**src/rtl/lcd_raw_pkg.sv**
```systemverilog
// Shared types and defaults for the raw 4-bit monochrome LCD bus capture path.
package lcd_raw_pkg;

  localparam int unsigned ResXDef = 320;
  localparam int unsigned ResYDef = 200;
  localparam int unsigned NplDef  = ResXDef / 4;

  // Synchronised bus vector layout
  localparam int unsigned FlmBit  = 4;
  localparam int unsigned LpBit   = 5;
  localparam int unsigned DclkBit = 6;
  localparam int unsigned MBit    = 7;

  typedef enum logic {
    StHunt,
    StLine
  } cap_state_e;

  function automatic logic [7:0] bit_rev8(input logic [7:0] b);
    logic [7:0] r;
    for (int i = 0; i < 8; i++) r[i] = b[7-i];
    return r;
  endfunction

endpackage

```
**src/rtl/lcd_in_sync.sv**
```systemverilog
// Two-flop synchroniser for the LCD bus plus one edge stage producing LP/DCLK fall strobes.
module lcd_in_sync
  import lcd_raw_pkg::*;
(
  input  logic       clk,
  input  logic       rst_n,
  input  logic [3:0] data_i,
  input  logic       flm_i,
  input  logic       lp_i,
  input  logic       dclk_i,
  input  logic       m_i,
  output logic [3:0] data_o,
  output logic       flm_o,
  output logic       m_o,
  output logic       lp_fall_o,
  output logic       dclk_fall_o
);

  logic [7:0] meta_q, meta_d;
  logic [7:0] sync_q, sync_d;
  logic [1:0] edge_q, edge_d;

  always_comb begin
    meta_d = {m_i, dclk_i, lp_i, flm_i, data_i};
    sync_d = meta_q;
    edge_d = {sync_q[DclkBit], sync_q[LpBit]};
  end

  always_ff @(posedge clk or negedge rst_n) begin
    if (!rst_n) begin
      meta_q <= '0;
      sync_q <= '0;
      edge_q <= '0;
    end else begin
      meta_q <= meta_d;
      sync_q <= sync_d;
      edge_q <= edge_d;
    end
  end

  // Strobes are aligned with the sync_q levels, so data/FLM/M are taken from the same stage.
  assign data_o      = sync_q[3:0];
  assign flm_o       = sync_q[FlmBit];
  assign m_o         = sync_q[MBit];
  assign lp_fall_o   = edge_q[0] & ~sync_q[LpBit];
  assign dclk_fall_o = edge_q[1] & ~sync_q[DclkBit];

endmodule

```
**src/rtl/lcd_bus_capture.sv**
```systemverilog
// Captures a raw 4-bit LCD bus into framebuffer byte writes, tracking frame/line/column
// position and flagging nibble-count, row-count and AC-phase errors.
module lcd_bus_capture
  import lcd_raw_pkg::*;
#(
  parameter int unsigned RES_X   = ResXDef,
  parameter int unsigned RES_Y   = ResYDef,
  parameter int unsigned ADDR_W  = 16,
  parameter bit          BIT_REV = 1'b1
) (
  input  logic              clk,
  input  logic              rst_n,
  input  logic              cap_en,
  input  logic [3:0]        lcd_data,
  input  logic              lcd_flm,
  input  logic              lcd_lp,
  input  logic              lcd_dclk,
  input  logic              lcd_m,
  output logic              wr_en,
  output logic [ADDR_W-1:0] wr_addr,
  output logic [7:0]        wr_data,
  output logic              frame_done,
  output logic              locked,
  output logic              line_err,
  output logic              frame_err,
  output logic              m_err
);

  localparam int unsigned Npl  = RES_X / 4;
  localparam int unsigned Bpl  = RES_X / 8;
  localparam int unsigned NibW = $clog2(Npl + 2);
  localparam int unsigned RowW = $clog2(RES_Y + 1);

  logic [3:0] data_s;
  logic       flm_s, m_s, lp_fall, dclk_fall;

  lcd_in_sync u_sync (
    .clk        (clk),
    .rst_n      (rst_n),
    .data_i     (lcd_data),
    .flm_i      (lcd_flm),
    .lp_i       (lcd_lp),
    .dclk_i     (lcd_dclk),
    .m_i        (lcd_m),
    .data_o     (data_s),
    .flm_o      (flm_s),
    .m_o        (m_s),
    .lp_fall_o  (lp_fall),
    .dclk_fall_o(dclk_fall)
  );

  cap_state_e        state_q, state_d;
  logic              locked_q, locked_d;
  logic [RowW-1:0]   row_q, row_d;
  logic [NibW-1:0]   nib_q, nib_d;
  logic [3:0]        hi_q, hi_d;
  logic              m_last_q, m_last_d, m_valid_q, m_valid_d;
  logic              pend_q, pend_d, pend_last_q, pend_last_d;
  logic [7:0]        pend_byte_q, pend_byte_d;
  logic [ADDR_W-1:0] pend_addr_q, pend_addr_d;
  logic              wr_en_q, wr_en_d, frame_done_q, frame_done_d;
  logic [ADDR_W-1:0] wr_addr_q, wr_addr_d;
  logic [7:0]        wr_data_q, wr_data_d;
  logic              line_err_q, line_err_d, frame_err_q, frame_err_d, m_err_q, m_err_d;
  logic [ADDR_W-1:0] byte_addr;

  assign byte_addr = ADDR_W'(row_q) * ADDR_W'(Bpl) + ADDR_W'(nib_q >> 1);

  always_comb begin
    state_d      = state_q;
    locked_d     = locked_q;
    row_d        = row_q;
    nib_d        = nib_q;
    hi_d         = hi_q;
    m_last_d     = m_last_q;
    m_valid_d    = m_valid_q;
    pend_d       = 1'b0;
    pend_last_d  = pend_last_q;
    pend_byte_d  = pend_byte_q;
    pend_addr_d  = pend_addr_q;
    wr_en_d      = pend_q & cap_en;
    wr_addr_d    = wr_addr_q;
    wr_data_d    = wr_data_q;
    frame_done_d = 1'b0;
    line_err_d   = 1'b0;
    frame_err_d  = 1'b0;
    m_err_d      = 1'b0;

    // Second pipeline stage: a byte assembled last cycle is presented on the write port.
    if (pend_q && cap_en) begin
      wr_addr_d    = pend_addr_q;
      wr_data_d    = BIT_REV ? bit_rev8(pend_byte_q) : pend_byte_q;
      frame_done_d = pend_last_q;
    end

    if (!cap_en) begin
      state_d  = StHunt;
      locked_d = 1'b0;
      nib_d    = '0;
    end else begin
      case (state_q)
        StHunt: begin
          if (lp_fall && flm_s) begin
            state_d   = StLine;
            locked_d  = 1'b1;
            row_d     = '0;
            nib_d     = '0;
            m_last_d  = m_s;
            m_valid_d = 1'b1;
          end
        end
        StLine: begin
          if (lp_fall) begin
            // Line start takes priority over a coincident DCLK fall; that nibble is lost.
            nib_d      = '0;
            line_err_d = (nib_q != NibW'(Npl));
            if (flm_s) begin
              frame_err_d = (row_q != RowW'(RES_Y - 1));
              m_err_d     = m_valid_q && (m_s == m_last_q);
              m_last_d    = m_s;
              m_valid_d   = 1'b1;
              row_d       = '0;
            end else if (row_q == RowW'(RES_Y - 1)) begin
              frame_err_d = 1'b1;
              locked_d    = 1'b0;
              state_d     = StHunt;
            end else begin
              row_d = row_q + 1'b1;
            end
          end else if (dclk_fall) begin
            if (nib_q < NibW'(Npl)) begin
              nib_d = nib_q + 1'b1;
              if (!nib_q[0]) begin
                hi_d = data_s;
              end else begin
                pend_d      = 1'b1;
                pend_byte_d = {hi_q, data_s};
                pend_addr_d = byte_addr;
                pend_last_d = (row_q == RowW'(RES_Y - 1)) && (nib_q == NibW'(Npl - 1));
              end
            end else if (nib_q == NibW'(Npl)) begin
              // Saturate one past NPL so an over-long line still reports line_err.
              nib_d = nib_q + 1'b1;
            end
          end
        end
        default: state_d = StHunt;
      endcase
    end
  end

  always_ff @(posedge clk or negedge rst_n) begin
    if (!rst_n) begin
      state_q      <= StHunt;
      locked_q     <= 1'b0;
      row_q        <= '0;
      nib_q        <= '0;
      hi_q         <= '0;
      m_last_q     <= 1'b0;
      m_valid_q    <= 1'b0;
      pend_q       <= 1'b0;
      pend_last_q  <= 1'b0;
      pend_byte_q  <= '0;
      pend_addr_q  <= '0;
      wr_en_q      <= 1'b0;
      wr_addr_q    <= '0;
      wr_data_q    <= '0;
      frame_done_q <= 1'b0;
      line_err_q   <= 1'b0;
      frame_err_q  <= 1'b0;
      m_err_q      <= 1'b0;
    end else begin
      state_q      <= state_d;
      locked_q     <= locked_d;
      row_q        <= row_d;
      nib_q        <= nib_d;
      hi_q         <= hi_d;
      m_last_q     <= m_last_d;
      m_valid_q    <= m_valid_d;
      pend_q       <= pend_d;
      pend_last_q  <= pend_last_d;
      pend_byte_q  <= pend_byte_d;
      pend_addr_q  <= pend_addr_d;
      wr_en_q      <= wr_en_d;
      wr_addr_q    <= wr_addr_d;
      wr_data_q    <= wr_data_d;
      frame_done_q <= frame_done_d;
      line_err_q   <= line_err_d;
      frame_err_q  <= frame_err_d;
      m_err_q      <= m_err_d;
    end
  end

  assign wr_en      = wr_en_q;
  assign wr_addr    = wr_addr_q;
  assign wr_data    = wr_data_q;
  assign frame_done = frame_done_q;
  assign locked     = locked_q;
  assign line_err   = line_err_q;
  assign frame_err  = frame_err_q;
  assign m_err      = m_err_q;

endmodule

```
**config.mk**
```make
export PLATFORM = sky130hd
export DESIGN_NAME = lcd_bus_capture
export DESIGN_NICKNAME = d
export VERILOG_FILES = /design/src/rtl/lcd_raw_pkg.sv /design/src/rtl/lcd_in_sync.sv /design/src/rtl/lcd_bus_capture.sv
export SDC_FILE = /design/constraint.sdc
export NUM_CORES = 1
export LEC_CHECK = 0
export CAP_MARGIN = 20
export CORE_MARGIN = 1.5
export CORE_UTILIZATION = 46
export DETAILED_ROUTE_END_ITERATION = 8
export DONT_BUFFER_PORTS = 1
export PLACE_DENSITY_LB_ADDON = 0.15
export SETUP_SLACK_MARGIN = 0.02
export SLEW_MARGIN = 40
export SYNTH_ARGS = -nofsm -noshare
export SYNTH_HDL_FRONTEND = slang
export SYNTH_SLANG_ARGS = --single-unit
```
**constraint.sdc**
```tcl
create_clock -name clk -period 2.4 [get_ports clk]
set_input_delay 0.12 -clock clk [delete_from_list [all_inputs] [get_ports clk]]
set_output_delay 0.12 -clock clk [all_outputs]
set_load 0.02 [all_outputs]
```
==> summary.md, run 1 <==
| Metric | Value |
|---|---|
| WHS | around 0.021 ns |
| Starting density of the core | between 40% and 50% |
| Failing checks | negative setup slack |
| Psw | a little under 700 uW |
| Worst path depth | 10 |
| Final worst slack | -0.0162 ns |
| Net Count, Synth | 395 |
| Synth warn | 0 |
| Grt ovf | 0 |
| Critical path's top delay family | adder cells |
| Arrival time worst endpoint | between 2 and 3 ns |
| Clk pwr share | between 30% and 40% |
| Initial DRT Pass Iterations | 4 |
| Ratio of final minimum period to clock period | 101% |
| Clock Path Buffers | 2 |
| Crit path to | pend_addr_q[13] |
| Fin crit period | ~2.4 ns |
| Outcome | complete, but fails checks |
| Slew Limit Headroom | between 60 and 70% |
| Hpwl dp | 4840 um |
| Number of synthesized flops with an enable pin | 0 |
| Yosys reg bits | 94 |
| Reg-to-reg slack, setup | -0.02 ns |
| Die Area | 9640 sq um |
| Post-route antenna net violation count | 0 |
| Net count reported at finish | 427 |
| DR vias | about 2,600 |
| Area of the core | between 8000 and 9000 sq um |
| Gr usage total | 16.1% |
| CTS Buf Count | 9 |
| Primary FF master, synth | dfrtp_1 |
| Commonest non-fill, non-tap cell in the layout | dfrtp_1 |
| CTS tree | yes |
| Clk Latency, worst-skew pair | around 0.36 ns |
| Syn_area_per_cell | about 11 sq um |
| Power, Total | between 2 and 3 mW |
| Clock Sinks | 94 |
| Sw Share | 23.9% |
| MaxCap Viol Count | 0 |
| Internal Power | 2.19 mW |
| Die width | between 90 and 100 um |
| Initial antenna violation count | 0 |
| Worst reg-to-reg path cell count | 10 |
| Final core occ | between 50% and 60% |
| Vias in the first global route | 2,600 |
| N_diodes | 0 |
| 1st-iter DRT viols | ~130 |
| Rows | 34 |
| CP endpoint kind | register |
| Logic gate share of total power | between 4 and 5% |
| Total power per unit cell area | 597 nW/um^2 |
| Syn Inst Count | 363 |
| H-tree levels | 3 |
| Placed cell areas | roughly 4400 sq um |
| Pin count of the biggest net entering global routing | 95 |
| Worst hold path class | input pin to register |
| Area Overhead vs Synth | 15.4% |
| Vias per cell | a little over 5 |
| Sequential-to-total area share from yosys stat | between 50% and 60% |
| Maximum vdd ir drop | 0.422 mV |
| Sequential fraction of design power | a little under three fifths |
| Layout cells sized above 1 | between 20% and 30% |
| Crit Path Max Fanout | 3 |
| R2R Path End | pend_addr_q[13] |
| # IOs | 41 |
| Placer Congestion | around 0.77 |
| Leak | between 2 and 2.5 nW |
| RSZ-0062 raised after global routing | true |
| Largest incremental delay on the critical path | just over 0.4 ns |
| First-pass GRT wire length | approximately 12,000 um |
| Measured slew at the worst slew-check pin | just over 0.5 ns |
| Routed WL per cell | ~14 um |
| Reg-to-Reg Start | row_q[3] |
| Unique masters post-synth | 51 |
| Hold Vio Cnt, Final | 0 |
| Worst setup startpoint | row_q[3] |
| Most frequent cells in the layout | 94 x dfrtp_1, 56 x nand2_1, 28 x mux2_2, 20 x o21ai_0, 20 x buf_4 |
| # setup viols final | 2 |
| Post-Syn Area | 4170 sq um |
| Die H | ~98 um |
| Final Max Slew Viols | 0 |
| Crit path max-delay cell type | dfrtp_1 |
| CP Buf/Inv Count | 1 |
| Ys async rst share | between 90% and 100% |
| Drt total wl | a little over 7000 um |
| Dpl cells | roughly 480 |
| Startpoint types | register |
| CP Class | register to register |
| Max Clock Skew | about 0.012 ns |
| Fillers | ~770 |
| Fmax | between 400 and 500 MHz |
| Post-route DRC | 0 |
| Root Buffer | clkbuf_8 |
| Cell area after layout | ~4800 sq um |
| Clock transition at path regs | 0.10 ns |
| IO Port Bufs | 0 |
| Worst-path cell chain | ha_1, ha_2, inv_2, fa_2, nor2b_4, o31ai_2, xor2_1, nand4bb_4, o311ai_4, o21a_1 |
| CP Data Required Time | 2.70 ns |
| Post-Layout Cell Count | 508 |
==> flip-flops by register name, indices dropped and copies added (netlist names), 2 cells and up <==
| signal | count |
|---|---|
| wr_data | 8 |
| row_q | 8 |
| pend_addr_q | 15 |
| wr_addr | 15 |
| u_sync.meta_q | 8 |
| hi_q | 4 |
| u_sync.sync_q | 8 |
| u_sync.edge_q | 2 |
| nib_q | 7 |
| pend_byte_q | 8 |
==> synthesized netlist by cell type (all sizes together), types with 2 or more instances <==
cell type  instances  area share (%)
a21oi              6            0.81
and2               2            0.30
and3               8             1.2
buf                8             1.2
clkbuf             2            0.18
dfrtp             94              56
fa                 2            0.96
ha                19             5.7
inv               14             1.3
mux2              28             7.6
nand2             57             5.2
nand2b             5            0.75
nand3             11             1.3
nand4              3            0.45
nand4b             2            0.42
nor2              14             1.3
nor2b              9             1.4
nor3               7            0.84
nor4               2            0.30
nor4bb             2            0.48
o21a               3            0.54
o21ai             23             2.8
o2bb2ai            2            0.42
o31ai              6             1.1
or2                4            0.60
xnor2              5             1.1
xor2              10             2.1
==> worst min-delay path by stage <==
stage,endpoint,slack [ns],start,depth (start not counted)
CTS,row_q[0],0.006,cap_en,3
finish,row_q[0],0.02,cap_en,3
global placement,u_sync.meta_q[6],-0.17,rst_n,0
detailed placement,u_sync.meta_q[6],-0.17,rst_n,0
floorplan,frame_done,-0.18,rst_n,0
global route,row_q[0],0.03,cap_en,3
==> layout make-up <==
class                   count  area [sq um]  area share, %
clock inverters             7          88.8           1.85
inverters                  14          52.6           1.09
multi-input cells         245          1780           37.0
flip-flops and latches     94          2350           48.9
well taps                 108           135           2.81
clock buffers               9           124           2.57
repair buffers             31           278           5.77
==> metrics by stage <==
step / setup TNS [ns] / setup slack [ns]
4_1_cts: -0.0171 / -0.0171
5_1_grt: -0.515 / -0.150
2_1_floorplan: 0 / 0.0208
3_5_place_dp: -0.306 / -0.159
3_3_place_gp: -0.0251 / -0.0251
6_report: -0.0265 / -0.0162
==> logic make-up (layout without fill, tap and decap cells) <==
family | after synthesis | count (layout) | synth area share [%]
AOI/OAI and AO/OA | 50 | 50 | 7.96
other | 1 | 1 | 0.0900
adders and majority gates | 21 | 21 | 6.66
muxes | 28 | 28 | 7.57
and+or+nand+nor | 130 | 130 | 15.5
DFF | 94 | 94 | 56.4
xor gates and xnor gates | 15 | 15 | 3.15
buffers and inverters | 24 | 61 | 2.67
==> routing by layer <==
layer / up-vias / global-route usage [%] / part of all wire (%)
li1: 1319 / - / -
met1: 1258 / 23.9 / 51
met2: 49 / 22.8 / 43
met3: 10 / 3.87 / 4.3
met4: 0 / 6.18 / 1.6
met5: - / 0 / 0
==> power groups by stage <==
stage	logic, mW	clock network (mW)	registers [mW]
detailed placement	0.0819	0	1.67
finish	0.131	1.10	1.64
global route	0.151	1.20	1.65
CTS	0.134	1.13	1.64
floorplan	0.0678	0	1.67
global placement	0.0796	0	1.67
==> what timing repair did <==
| action | in CTS | in global routing |
|---|---|---|
| gates resized for setup | 2 | 11 |
| hold buffers | 11 | 0 |
| buffers inserted | 3 | 1 |
| endpoints found under the hold margin | 107 | 0 |
| setup endpoints to repair | 2 | 3 |
| pin swaps | 3 | 3 |
==> worst min-delay path, cell delays in order <==
cell and delay, ns:
nand2_1 0.07, o21ai_0 0.08, o21ai_0 0.07
Power figures use the tool's default switching activity.
==> run 2: changes to the inputs <==
--- a/config.mk
+++ b/config.mk
@@ -6,8 +6,10 @@
 export NUM_CORES = 1
 export LEC_CHECK = 0
 export CAP_MARGIN = 20
+export CELL_PAD_IN_SITES_DETAIL_PLACEMENT = 0
+export CELL_PAD_IN_SITES_GLOBAL_PLACEMENT = 1
 export CORE_MARGIN = 1.5
-export CORE_UTILIZATION = 46
+export CORE_UTILIZATION = 45
 export DETAILED_ROUTE_END_ITERATION = 8
 export DONT_BUFFER_PORTS = 1
 export PLACE_DENSITY_LB_ADDON = 0.15
==> constraint.sdc (replaced) <==
create_clock -name clk -period 2.4 [get_ports clk]
set_input_delay 0.36 -clock clk [delete_from_list [all_inputs] [get_ports clk]]
set_output_delay 0.36 -clock clk [all_outputs]
set_load 0.02 [all_outputs]
==> run 2 against run 1 <==
The run ends with negative hold slack left. Non-clock buffer count is 4 lower. Combinational power is 31% lower. Via count is 0.76% higher. Critical path type unchanged. Critical endpoint unchanged. Largest cell class unchanged.
==> summary.md, run 2 (synthesis gave the netlist of run 1 again) <==
| Metric | Value |
|---|---|
| Final Max Slew Viols | 0 (unchanged) |
| Cell area after layout | 4790 sq um (-0.34%) |
| Internal Power | 2.17 mW (-0.58%) |
| Fmax | 422 MHz (+1.9%) |
| Max Clock Skew | 0.0159 ns (+0.00389 ns) |
| Placer Congestion | 0.749 (-2.8%) |
| Leak | 2.32 nW (-1.5%) |
| CP endpoint kind | register |
| Sequential Area | 2350 sq um (about the same) |
| Root Buffer | clkbuf_8 |
| Commonest non-fill, non-tap cell in the layout | dfrtp_1 |
| Fillers | 786 (+2.2%) |
| RSZ-0062 raised after global routing | true |
| Sequential fraction of design power | 58.1% (+0.9 points) |
| TNS Setup | 0 ns (+0.0265 ns) |
| Final core occ | 54.2% (-0.71 points) |
| Psw | 659 uW (-3.9%) |
| Failing checks | negative hold slack |
| Clk pwr share | 38.7% (+0.5 points) |
| Footprint of the multi-input gates | 1820 sq um (+2.2%) |
| CP Class | register to register |
| Logic gate share of total power | 3.2% (-1.4 points) |
| Die H | 99.2 um (+1.1%) |
| Die Area | 9850 sq um (+2.2%) |
| Drt total wl | 7210 um (+0.31%) |
| Worst hold path class | input pin to async pin |
| Post-route DRC | 0 (unchanged) |
| CTS tree | yes |
| Clock Sinks | 94 (unchanged) |
| N_diodes | 0 (unchanged) |
| Outcome | complete, but fails checks |
| Hold Vio Cnt, Final | 94 (+94) |
| Fin crit period | 2.37 ns (-0.0451 ns) |
| DR vias | 2,656 (+0.76%) |
| CTS Buf Count | 9 (unchanged) |
| Crit Path Max Fanout | 3 (unchanged) |
| # IOs | 41 (unchanged) |
| Arrival time worst endpoint | 2.67 ns (-0.05 ns) |
| Sw Share | 23.3% (-0.61 points) |
| Vias in the first global route | 2,558 (-1.6%) |
| Total power per unit cell area | 591 nW/um^2 (-1.0%) |
| Initial antenna violation count | 0 (unchanged) |
| Gr usage total | 15.9% (-0.19 points) |
| Pin count of the biggest net entering global routing | 95 (unchanged) |
| First-pass GRT wire length | 12,300 um (-0.88%) |
| Routed WL per cell | 14.3 um (+1.1%) |
| Rows | 34 (unchanged) |
| Clock transition at path regs | 0.10 ns (about the same) |
| Measured slew at the worst slew-check pin | 0.507 ns (+0.00305 ns) |
| MaxCap Viol Count | 0 (unchanged) |
| H-tree levels | 3 (unchanged) |
| Vias per cell | 5.27 (+1.6%) |
| Placed cell areas | 4370 sq um (+0.17%) |
| Net count reported at finish | 423 (-0.94%) |
| Clk Latency, worst-skew pair | 0.36 ns (about the same) |
| Slew Limit Headroom | 66.0% (-0.20 points) |
| Initial DRT Pass Iterations | 4 (unchanged) |
| Layout cells sized above 1 | 23.2% (+1.5 points) |
| Die width | 99.2 um (+1.1%) |
| Maximum vdd ir drop | 0.370 mV (-12%) |
| 1st-iter DRT viols | 91 (-27%) |
| Hpwl dp | 4970 um (+2.7%) |
| Ratio of final minimum period to clock period | 98.8% (-1.9 points) |
| # setup viols final | 0 (-2) |
| CP Data Required Time | 2.70 ns (about the same) |
| Starting density of the core | 47.1% (-0.46 points) |
| Post-route antenna net violation count | 0 (unchanged) |
| Area Overhead vs Synth | 15.0% |
| IO Port Bufs | 0 (unchanged) |
| Grt ovf | 0 (unchanged) |
| Area of the core | 8850 sq um (+0.97%) |
| WHS | -0.314 ns (-0.336 ns) |
| Most frequent cells in the layout | 93 x dfrtp_1, 56 x nand2_1, 28 x mux2_2, 20 x o21ai_0, 20 x buf_4 |
| Clock Path Buffers | 2 (unchanged) |
| Startpoint types | register |
-- run 2: final timing paths --
path	from	end	slack [ns]	cells past startpoint
min reg2reg	u_sync.meta_q[5]	u_sync.sync_q[5]	0.36	0
max	row_q[3]	pend_addr_q[13]	0.03	10
min in group clk	lcd_flm	u_sync.meta_q[4]	0.03	0
max reg2reg	row_q[3]	pend_addr_q[13]	0.03	10
min	rst_n	wr_data[1]	-0.31	0
max in group asynchronous	rst_n	row_q[5]	2.57	0
-- run 2: layout make-up --
type | instances | share of cell area (%)
tap | 108 | 2.82
sequential | 94 | 49.1
clock inverter | 7 | 1.88
timing repair buffer | 27 | 4.59
clock buffer | 9 | 2.58
inverter | 14 | 1.10
multi-input combinational | 245 | 37.9
-- run 2: routing by layer --
layer	GRT usage, %	vias up	share of wire [%]
li1	-	1309	-
met5	0	-	0
met4	5.85	0	1.5
met1	22.9	1294	51
met3	4.43	9	3.7
met2	22.9	44	43
-- run 2: what timing repair did --
action / 4_1_cts / 5_1_grt
hold buffers: 2 / 5
cloned: 0 / 0
pin swaps: 8 / 8
setup endpoints to repair: 3 / 3
endpoints found under the hold margin: 96 / 99
setup buffers: 1 / 3
gates resized for setup: 11 / 8
-- run 2: power by group through the flow --
stage | logic [mW] | registers, mW | clock network [mW]
floorplan | 0.0678 | 1.67 | 0
global placement | 0.0801 | 1.67 | 0
detailed placement | 0.0815 | 1.68 | 0
CTS | 0.0855 | 1.64 | 1.14
global route | 0.102 | 1.65 | 1.21
finish | 0.0907 | 1.64 | 1.10
-- run 2: worst max-delay path: stages (launching register included) --
cell       delay, ns
dfrtp_1         0.39
ha_1            0.28
ha_2            0.18
inv_2           0.04
fa_2            0.37
nor2b_4         0.14
o31ai_2         0.07
xor2_1          0.19
nand4bb_4       0.25
o311ai_2        0.26
o21a_1          0.15
-- run 2: through the flow --
step,setup WS [ns],cells,total power [mW],hold WS [ns]
2_1_floorplan,0.0208,363,1.74,0.0644
3_3_place_gp,-0.00443,478,1.75,0.0664
3_5_place_dp,-0.139,478,1.76,0.0669
4_1_cts,-0.0140,496,2.87,-0.338
5_1_grt,-0.122,504,2.96,-0.350
6_report,0.0289,504,2.83,-0.314
